## src/rtl/lsu_arbiter.sv

```systemverilog
// -----------------------------------------------------------------------------
// lsu_arbiter
//
// Shares the single load-store unit port between two requesters:
//   port A - pipeline MEM stage (fixed priority)
//   port B - DMA / boot-loader master (starvation guard, optional locked burst)
// The winning port is muxed onto the LSU request bus combinationally. Load data
// from the LSU is registered at the end of the grant cycle and returned to the
// winning port one cycle later as a single-cycle rvalid pulse.
//
// Handshake: a requester raises req and holds req plus all of its request fields
// stable until it sees gnt high in the same cycle. The access is taken in that
// grant cycle; a store completes there, a load returns {rvalid,rdata} in the
// following cycle. gnt and stall are combinational.
//
// Optional build macro:
//   LSU_ARB_PERF_EN - adds saturating performance counters o_perf_a_gnt,
//                     o_perf_b_gnt and o_perf_conflict (CNT_W bits each).
//
// Ports:
//   i_clk, i_reset          clock (rising edge), async active-low reset
//   i_a_*                   port A request: req, wren, funct3, addr, wdata
//   o_a_gnt/o_a_stall       port A grant and stall (req & ~gnt)
//   o_a_rvalid/o_a_rdata    port A load return
//   i_b_*                   port B request fields, plus i_b_lock (burst lock)
//   o_b_gnt                 port B grant
//   o_b_rvalid/o_b_rdata    port B load return
//   o_lsu_addr/o_lsu_wren/o_funct3/o_st_data   LSU request bus
//   i_ld_data               LSU load data, valid in the grant cycle
//   o_dbg_state             arbiter FSM state (0 = ARB, 1 = B_LOCK)
// -----------------------------------------------------------------------------
module lsu_arbiter #(
    parameter int STARVE_LIMIT = 4,
    parameter int LOCK_MAX     = 16,
    parameter int CNT_W        = 16
) (
    input  logic        i_clk,
    input  logic        i_reset,
    input  logic        i_a_req,
    input  logic        i_a_wren,
    input  logic [2:0]  i_a_funct3,
    input  logic [31:0] i_a_addr,
    input  logic [31:0] i_a_wdata,
    output logic        o_a_gnt,
    output logic        o_a_stall,
    output logic        o_a_rvalid,
    output logic [31:0] o_a_rdata,
    input  logic        i_b_req,
    input  logic        i_b_wren,
    input  logic [2:0]  i_b_funct3,
    input  logic [31:0] i_b_addr,
    input  logic [31:0] i_b_wdata,
    input  logic        i_b_lock,
    output logic        o_b_gnt,
    output logic        o_b_rvalid,
    output logic [31:0] o_b_rdata,
    output logic [31:0] o_lsu_addr,
    output logic        o_lsu_wren,
    output logic [2:0]  o_funct3,
    output logic [31:0] o_st_data,
    input  logic [31:0] i_ld_data,
    output logic [1:0]  o_dbg_state
`ifdef LSU_ARB_PERF_EN
    ,
    output logic [CNT_W-1:0] o_perf_a_gnt,
    output logic [CNT_W-1:0] o_perf_b_gnt,
    output logic [CNT_W-1:0] o_perf_conflict
`endif
);

    localparam int SW = $clog2(STARVE_LIMIT + 1);
    localparam int LW = $clog2(LOCK_MAX + 1);
    // With LOCK_MAX==1 the entry grant already uses the whole burst budget,
    // so the FSM never enters B_LOCK.
    localparam bit LOCK_CAN_HOLD = (LOCK_MAX > 1);

    typedef enum logic [1:0] {
        ARB    = 2'd0,
        B_LOCK = 2'd1
    } state_t;

    state_t        state_q, state_d;
    logic [SW-1:0] starve_q, starve_d;
    logic [LW-1:0] lock_q, lock_d;
    logic          a_gnt, b_gnt;
    logic          lock_hold;

    logic          a_rvalid_q, b_rvalid_q;
    logic [31:0]   a_rdata_q, b_rdata_q;

    // ------------------------------------------------------------------
    // Next-state and grant logic
    // ------------------------------------------------------------------
    always_comb begin
        a_gnt     = 1'b0;
        b_gnt     = 1'b0;
        lock_hold = 1'b0;
        state_d   = state_q;
        starve_d  = starve_q;
        lock_d    = lock_q;

        // Grants are suppressed while reset is asserted so requesters that
        // are already driving req see nothing until release.
        if (i_reset) begin
            lock_hold = (state_q == B_LOCK) && i_b_req && i_b_lock;
            if (lock_hold) begin
                b_gnt    = 1'b1;
                starve_d = '0;
                lock_d   = lock_q + LW'(1);
                // This grant is the last one of the burst; A wins the next
                // conflict because starve_cnt is zero.
                if (lock_q == LW'(LOCK_MAX - 1)) begin
                    state_d = ARB;
                end
            end else begin
                // ARB, or the exit cycle of a burst (arbitrated as ARB).
                state_d = ARB;
                if (i_a_req && i_b_req) begin
                    if (starve_q == SW'(STARVE_LIMIT)) begin
                        b_gnt = 1'b1;
                    end else begin
                        a_gnt = 1'b1;
                    end
                end else if (i_a_req) begin
                    a_gnt = 1'b1;
                end else if (i_b_req) begin
                    b_gnt = 1'b1;
                end

                // B requesting but not granted can only mean A won a conflict.
                if (b_gnt || !i_b_req) begin
                    starve_d = '0;
                end else if (starve_q != SW'(STARVE_LIMIT)) begin
                    starve_d = starve_q + SW'(1);
                end

                if (b_gnt && i_b_lock) begin
                    lock_d = LW'(1);
                    if (LOCK_CAN_HOLD) begin
                        state_d = B_LOCK;
                    end
                end
            end
        end
    end

    always_ff @(posedge i_clk or negedge i_reset) begin
        if (!i_reset) begin
            state_q  <= ARB;
            starve_q <= '0;
            lock_q   <= '0;
        end else begin
            state_q  <= state_d;
            starve_q <= starve_d;
            lock_q   <= lock_d;
        end
    end

    // ------------------------------------------------------------------
    // LSU request bus: plain mux of the granted port, zero when idle
    // ------------------------------------------------------------------
    always_comb begin
        o_lsu_addr = '0;
        o_lsu_wren = 1'b0;
        o_funct3   = '0;
        o_st_data  = '0;
        if (a_gnt) begin
            o_lsu_addr = i_a_addr;
            o_lsu_wren = i_a_wren;
            o_funct3   = i_a_funct3;
            o_st_data  = i_a_wdata;
        end else if (b_gnt) begin
            o_lsu_addr = i_b_addr;
            o_lsu_wren = i_b_wren;
            o_funct3   = i_b_funct3;
            o_st_data  = i_b_wdata;
        end
    end

    // ------------------------------------------------------------------
    // Load return: capture LSU data at the end of the grant cycle
    // ------------------------------------------------------------------
    always_ff @(posedge i_clk or negedge i_reset) begin
        if (!i_reset) begin
            a_rvalid_q <= 1'b0;
            b_rvalid_q <= 1'b0;
            a_rdata_q  <= '0;
            b_rdata_q  <= '0;
        end else begin
            a_rvalid_q <= a_gnt && !i_a_wren;
            b_rvalid_q <= b_gnt && !i_b_wren;
            if (a_gnt && !i_a_wren) begin
                a_rdata_q <= i_ld_data;
            end
            if (b_gnt && !i_b_wren) begin
                b_rdata_q <= i_ld_data;
            end
        end
    end

`ifdef LSU_ARB_PERF_EN
    logic [CNT_W-1:0] perf_a_q, perf_b_q, perf_c_q;

    // Saturating counters: they stick at all-ones rather than wrap.
    always_ff @(posedge i_clk or negedge i_reset) begin
        if (!i_reset) begin
            perf_a_q <= '0;
            perf_b_q <= '0;
            perf_c_q <= '0;
        end else begin
            if (a_gnt && (perf_a_q != '1)) perf_a_q <= perf_a_q + CNT_W'(1);
            if (b_gnt && (perf_b_q != '1)) perf_b_q <= perf_b_q + CNT_W'(1);
            if (i_a_req && i_b_req && (perf_c_q != '1)) perf_c_q <= perf_c_q + CNT_W'(1);
        end
    end

    assign o_perf_a_gnt    = perf_a_q;
    assign o_perf_b_gnt    = perf_b_q;
    assign o_perf_conflict = perf_c_q;
`endif

    assign o_a_gnt     = a_gnt;
    assign o_b_gnt     = b_gnt;
    assign o_a_stall   = i_a_req && !a_gnt;
    assign o_a_rvalid  = a_rvalid_q;
    assign o_b_rvalid  = b_rvalid_q;
    assign o_a_rdata   = a_rdata_q;
    assign o_b_rdata   = b_rdata_q;
    assign o_dbg_state = state_q;

endmodule

```

## config.mk

```make
export PLATFORM = sky130hd
export DESIGN_NAME = lsu_arbiter
export DESIGN_NICKNAME = d
export VERILOG_FILES = /design/src/rtl/lsu_arbiter.sv
export SDC_FILE = /design/constraint.sdc
export NUM_CORES = 1
export LEC_CHECK = 0
export CORE_AREA = 2 2 123 125
export DETAILED_ROUTE_END_ITERATION = 6
export DIE_AREA = 0 0 125 127
export PLACE_DENSITY = 0.72
export SETUP_SLACK_MARGIN = 0.4
export SLEW_MARGIN = 20
export SYNTH_ARGS = -nofsm -noshare
export SYNTH_HDL_FRONTEND = slang
export SYNTH_SLANG_ARGS = --single-unit
```

## constraint.sdc

```tcl
create_clock -name i_clk -period 1.85 [get_ports i_clk]
set_input_delay 0.37 -clock i_clk [delete_from_list [all_inputs] [get_ports i_clk]]
set_output_delay 0.37 -clock i_clk [all_outputs]
set_load 0.02 [all_outputs]
```

-- Word-level counts from Yosys, hierarchy flattened
Cells that the tools add are included.
- bits of input ports: 173
- flip-flop bits (word level): 76
- equal/unequal tests: 5
- mux-type cells: 29
- reduce and logical (&&, ||, !) cells: 17
- add/sub/neg operators: 2
- operators by type and width (kind ; count):
    32-bit 2-to-1 mux ; 4
    1-bit 2-to-1 mux ; 16
    3-bit 2-to-1 mux ; 5
    5-bit 2-to-1 mux ; 2
    1-bit logical AND ; 7
    2-bit AND reduction ; 3
    5-bit by 1-bit adder with 5-bit output, second input constant ; 1
    5-bit by 4-bit == test with 1-bit output, second input constant ; 1
    1-bit logical NOT ; 4
    2-bit 2-to-1 mux ; 2
    3-bit by 1-bit adder with 3-bit output, second input constant ; 1
    3-bit == test, second input constant ; 1
    3-bit inequality test, second input constant ; 1
    3-bit nonzero test ; 1
    2-bit by 1-bit == test with 1-bit output, second input constant ; 1
    2-bit by 1-bit inequality test with 1-bit output, second input constant ; 1
    2-bit nonzero test ; 1
    1-bit logical OR ; 1

-- Depth between registers and ports, before layout
Gate-level depths: netlist (run 1).
- depth in word-level cells: 9
- mapped depth: 7

-- Least setup slack after synthesis (run 1)
OpenSTA, ideal clock, no wires.
- path kind: register -> output
- from: reg starve_q[0]
- to: out o_lsu_addr[19]
- required time: 1.480 ns
- path buffers: 1
- data arrival time: 1.664 ns
- stages on the path, launching flop included: 7
- setup slack: -0.184 ns
- cell sequence: dfrtp_1 > inv_1 > ha_1 > a21boi_2 > a21oi_2 > clkbuf_1 > a22o_1
- word-level cells in the longest chain between the ends: 9
- RTL lines (element ; RTL line ; source):
    start: declaration ; 83 ; logic [SW-1:0] starve_q, starve_d;
    start signal: assignment ; 154 ; starve_q <= starve_d;
    3-bit == test ; 119 ; if (starve_q == SW'(STARVE_LIMIT)) begin
    1-bit 2-to-1 mux ; 119 ;
    1-bit 2-to-1 mux ; 118 ; if (i_a_req && i_b_req) begin
    1-bit 2-to-1 mux ; 106 ; if (lock_hold) begin
    1-bit 2-to-1 mux ; 104 ; if (i_reset) begin
    1-bit 2-to-1 mux ; 106 ;
    1-bit 2-to-1 mux ; 104 ;
    via o_b_gnt ; 54 ; output logic o_b_gnt,
    32-bit 2-to-1 mux ; 172 ; end else if (b_gnt) begin
    32-bit 2-to-1 mux ; 167 ; if (a_gnt) begin
    end: declaration ; 57 ; output logic [31:0] o_lsu_addr,
The timed path passes the listed nets, and every way through them passes these cells. The select of a mux whose other input is x is not followed.

-- Final worst setup path (run 1)
- from: reg starve_q[1]
- to: out o_lsu_addr[10]
- word-level cells in the longest chain between the ends: 9
- RTL lines (element ; RTL line):
    3-bit == test (*) ; 119
    1-bit 2-to-1 mux ; 119
    1-bit 2-to-1 mux ; 118
    1-bit 2-to-1 mux ; 106
    1-bit 2-to-1 mux ; 104
    1-bit 2-to-1 mux ; 106
    1-bit 2-to-1 mux ; 104
    32-bit 2-to-1 mux ; 172
    32-bit 2-to-1 mux (*) ; 167
Every way passes the cells marked *; elsewhere a longest branch is shown, timed or not. The select of a mux whose other input is x is not followed.

==> results.toml, run 1 <==
[outcome]
status = "complete, but fails checks"
violations = "negative setup slack"

[power]
peakVddDrop_mv = 0.6055
p_total_w = 0.006961
power_density_mw_per_mm2 = 775.5
leakage_nw = 4.506

[worst_setup_path]
cp_max_fo = 7
worstSetupPathType = "reg2out"
cp-start-kind = "flop"
cp.arrival_ps = 1990
cp.required_ps = 1480
end_kind = "output pin"
worst-r2r-cell-count = 14

[logic_synthesis]
synth_nets = 458
yosysTopAreaCell = "dfrtp_1"
synth_area_mm2 = 0.003795
ys_seq_elements = 75
synth_area_leaders = "dfrtp_1 49%, a22o_1 16%, mux2_4 11%, mux2_2 11%, buf_2 1.7%"
ys_types = 30
synth_edf_count = 0
yosys_warnings = 0
async_reset_ff_frac = 1.000
synthFlopType = "dfrtp_1"
syn_avg_cell_area_um2 = 13.50
yosysTopAreaCellShare = 0.4946
ys_seq_area_frac = 0.4946
syn-instance-count = 281

[drt]
drt-total-wl_um = 18900
antenna_left = 0
drtIter0Drc = 103
vias_per_cell = 4.883
wl_per_cell_um = 22.49
drc = 0
num_vias = 4102
first_pass_iters = 4

[floorplanning]
boundaryPins = 312
die_x_um = 125
rows = 44
initial_core_util = 0.2631
die-height_um = 127
dieArea_mm2 = 0.01588
core-area_mm2 = 0.01442

[grt]
antenna_found_initial = 0
first_global_vias = 4323
overflow = 0
grt_pass1_wl_um = 26950
grt.total_usage = 0.2222
grt_max_degree = 67

[cts]
cts_tree = "done"
clock_path_buffers = 2
cts_sinks = 75
root_buffer = "clkbuf_16"
clkTransAtPathRegs_ps = 60
insertion_delay_ps = 330
hold_buffers = 0
numCtsBuffers = 9
htreeDepth = 3

[placement]
place_congestion = 0.9196
hpwl_um = 12560
port_buffers = 310
dpl.cell_count = 776

[finish]
layout_common_cells = "168 x clkdlybuf4s50_1, 87 x buf_6, 74 x dfrtp_1"
final_common_cell = "clkdlybuf4s50_1"
area_delta_synth_final_pct = 136.5
diodes = 0
final_cells = 840
drive_gt1_frac = 0.4223
final_net_count = 828

[flow_run]
cap_violations = 0

[hold_path]
worstHoldPathType = "in2async"

[sta]
hold_viol_final = 0
max_freq_mhz = 423.4
rsz0062_at_grt = "yes"
post-route-min-period_ps = 2362
hold_ws_ps = 42.03
tightest_slew_ps = 839.8
finalMaxSlewViolations = 0
finalCritPeriodShare = 1.277
skew_ps = 6.867
max-slew-margin-rel = 0.4401
setup_violations = 136
setup_ws_ps = -511.6
-- where the power goes --
group / switching [W] / internal, W
Sequential: 0.000229 / 0.00200
Combinational: 0.00128 / 0.00171
Clock: 0.000686 / 0.00105
Total: 0.00220 / 0.00476
-- flip-flops by register name, indices dropped and copies added (netlist names) --
name,cells
o_dbg_state,1
starve_q,3
o_b_rdata,32
o_a_rdata,32
o_a_rvalid,1
lock_q,5
o_b_rvalid,1
-- layer usage --
metal	vias up	wire, um	global-route usage
met2	216	9398	0.3747
met4	0	411	0.05686
met3	23	1477	0.07621
li1	1829	-	-
met5	-	0	0
met1	2034	7608	0.2741
-- worst paths after layout --
kind	from	to	slack, ps
worst max-delay path	starve_q[1]	o_lsu_addr[10]	-510
worst min register to register	lock_q[4]	lock_q[4]	490
min in group i_clk	lock_q[4]	lock_q[4]	490
worst min-delay path	i_reset	lock_q[0]	40
worst max register to register	starve_q[1]	o_a_rdata[16]	-450
max in group asynchronous	i_reset	o_b_rdata[26]	710
-- through the flow --
step | utilization | setup WS, ps | TNS, ps | instance area [um^2]
CTS | 0.5961 | -498.6 | -42370 | 8598
floorplan | - | 48.69 | 0 | 4303
global placement | 0.5285 | -926.3 | -80800 | 7624
global route | 0.6223 | -564.1 | -57070 | 8976
detailed placement | 0.5285 | -945.4 | -82990 | 7624
finish | 0.6223 | -511.6 | -49950 | 8976
-- synth_stat cells, types with 3 or more instances --
cell and n:
buf_2 13, nand3_1 5, ha_1 4, dfrtp_1 75, buf_8 3, nand4_1 3, mux2_4 29, a22o_1 69
clkbuf_1 7, nand2_1 4, mux2_2 36, inv_1 7, o2bb2ai_1 3, nand2b_1 3
-- critical path, stage by stage (launching register included) --
cell	delay (ps)
dfrtp_1	370
inv_2	60
ha_4	180
a21boi_4	190
a21oi_4	80
buf_12	150
buf_12	130
clkbuf_16	150
a22o_4	220
buf_6	130
-- layout make-up --
class	count	area, um^2
fill	1100	5448
timing repair buffer	383	4297
sequential	75	1878
tap	184	230.2
multi-input combinational	175	2251
clock buffer	10	229.0
clock inverter	6	65.06
inverter	7	26.28
-- cells by family (layout without fill, tap and decap cells) --
kind of cell | after synthesis | count (layout) | synth area share
adder cells (fa/ha/maj) | 4 | 4 | 0.01319
buffers and inverters | 31 | 406 | 0.04484
multiplexers | 66 | 66 | 0.2242
AND/OR/NAND/NOR | 22 | 22 | 0.03264
flip-flops | 75 | 75 | 0.4946
other | 1 | 1 | 0.0009882
AO/OA/AOI/OAI | 82 | 82 | 0.1896
-- repair_timing --
action,CTS,global route
resized for setup,429,102
cloned,12,2
setup endpoints to repair,206,198
buffers inserted,29,5
pin swaps,4,11
Power figures use the tool's default switching activity.
==> run 2, diff against run 1 <==
GPL_ROUTABILITY_DRIVEN = 0   (was default)
PLACE_DENSITY = default   (was 0.72)
PLACE_DENSITY_LB_ADDON = 0.12   (was default)
==> results.toml, run 2 (synthesis results as in run 1) <==
[worst_setup_path]
end_kind = "output pin"
critical_path.most_common_cell = "buf_12"
cp_max_fo = 9
cp_cell_sequence = "inv_2 -> ha_4 -> nand3_2 -> and4_4 -> buf_12 -> buf_6 -> a22o_4 -> buf_12"
slowest_delay_ps = 390
cp.arrival_ps = 2000
slowest_stage = "dfrtp_1"
worstSetupPathType = "reg2out"
cp-start-kind = "flop"
cp.required_ps = 1480

[outcome]
status = "complete, but fails checks"
violations = "negative setup slack"

[finish]
n_fill_cell = 1076
area_delta_synth_final_pct = 144.9
seqCellArea_mm2 = 0.001878
final_area_mm2 = 0.009294
multi_input_area_mm2 = 0.002260
final_net_count = 833
layout_common_cells = "168 x clkdlybuf4s50_1, 87 x buf_6, 74 x dfrtp_1"
final_common_cell = "clkdlybuf4s50_1"
drive_gt1_frac = 0.4251
finish.utilization = 0.6443

[drt]
drtIter0Drc = 143
drc = 0
vias_per_cell = 4.748
drt-total-wl_um = 18930
num_vias = 4017
wl_per_cell_um = 22.38
first_pass_iters = 4
antenna_left = 0

[flow_run]
cap_violations = 0

[floorplanning]
core-area_mm2 = 0.01442
die_x_um = 125
dieArea_mm2 = 0.01588
die-height_um = 127
rows = 44
initial_core_util = 0.2631
boundaryPins = 312

[sta]
setup_violations = 124
finalCritPeriodShare = 1.282
max-slew-margin-rel = 0.6028
post-route-min-period_ps = 2372
finalMaxSlewViolations = 0
hold_ws_ps = 261.2
hold_viol_final = 0
tns_ps = -34550
setup_ws_ps = -521.9
max_freq_mhz = 421.6
skew_ps = 7.924
tightest_slew_ps = 595.7
rsz0062_at_grt = "yes"

[grt]
grt_max_degree = 75
grt_pass1_wl_um = 26330
antenna_found_initial = 1
first_global_vias = 4244
grt.total_usage = 0.2181
overflow = 0

[power]
peakVddDrop_mv = 0.5625
power_density_mw_per_mm2 = 789.1
leakage_nw = 4.821

[cts]
cts_tree = "done"
root_buffer = "clkbuf_16"
numCtsBuffers = 9
cts_sinks = 75
insertion_delay_ps = 330
htreeDepth = 3
clock_path_buffers = 2
clkTransAtPathRegs_ps = 60

[placement]
hpwl_um = 12970
pre_cts_ws_ps = -960.6
port_buffers = 310
place_area_mm2 = 0.007711

[hold_path]
worstHoldPathType = "in2async"
## run 2: changes by cell type in the layout (fill, tap and decap cells not counted), sizes merged
cell	change
bufinv	+2
dlygate4sd2	-12
clkinvlp	-1
clkbuf	+5
dlymetal6s2s	+24
dlygate4sd3	+1
diode	+1
inv	+1
clkinv	-1
buf	-2
clkdlybuf4s15	-12
## run 2: power by group
group | switching (W) | internal [W] | total [W]
clock network | 0.000695 | 0.00133 | 0.00202
logic | 0.00127 | 0.00182 | 0.00308
registers | 0.000223 | 0.00200 | 0.00223
## run 2: path summary, 6_finish.rpt
kind                         startpoint             end  slack (ps)  cells after the start
min reg2reg                o_a_rdata[2]    o_a_rdata[2]         510                      1
max                         starve_q[0]    o_st_data[0]        -520                      8
max reg2reg                 starve_q[0]   o_b_rdata[31]        -140                      9
min                             i_reset  o_dbg_state[0]         260                      3
min in group i_clk              i_reset     starve_q[0]         410                      3
max in group asynchronous       i_reset     starve_q[1]        1110                      3
## run 2: what timing repair did
action,in CTS,in global routing
endpoints found under the hold margin,3,0
resized for setup,428,93
setup buffers,21,10
endpoints found under the setup margin,210,210
hold buffers,1,0
cloned,12,7
pin swaps,10,29
## run 2: stage by stage
stage / cells / total power [W]
finish: 846 / 0.007334
global route: 846 / 0.007662
CTS: 828 / 0.007357
detailed placement: 778 / 0.005102
global placement: 778 / 0.005069
floorplan: 281 / 0.003596
## run 2: per-layer routing
layer	wire length (um)	share of wire	GRT usage	vias up
li1	-	-	-	1837
met1	7769	0.41	0.2677	1990
met2	9498	0.50	0.3769	174
met3	1365	0.072	0.06533	16
met4	298	0.016	0.05556	0
met5	0	0	0	-
## run 2: worst max-delay path: cells and delay by family (launching register included)
family	cells	cell delay [ps]
buffers and inverters	4	510
DFF	1	390
and+or+nand+nor	2	330
AOI/OAI and AO/OA	1	280
adders and majority gates	1	160
## run 2: area by class of cell
cell class,instances,share of cell area
diodes,1,0.0002693
well taps,184,0.02477
repair buffers,388,0.4896
clock inverters,7,0.01306
multi-input cells,175,0.2431
clock buffers,9,0.02423
flip-flops and latches,75,0.2021
inverters,7,0.002827
==> run 3, diff against run 2 <==
CTS_CLUSTER_SIZE = 8   (was default)
==> results of run 3 <==
No change in the layout: final DEF, timing and power equal those of run 2.
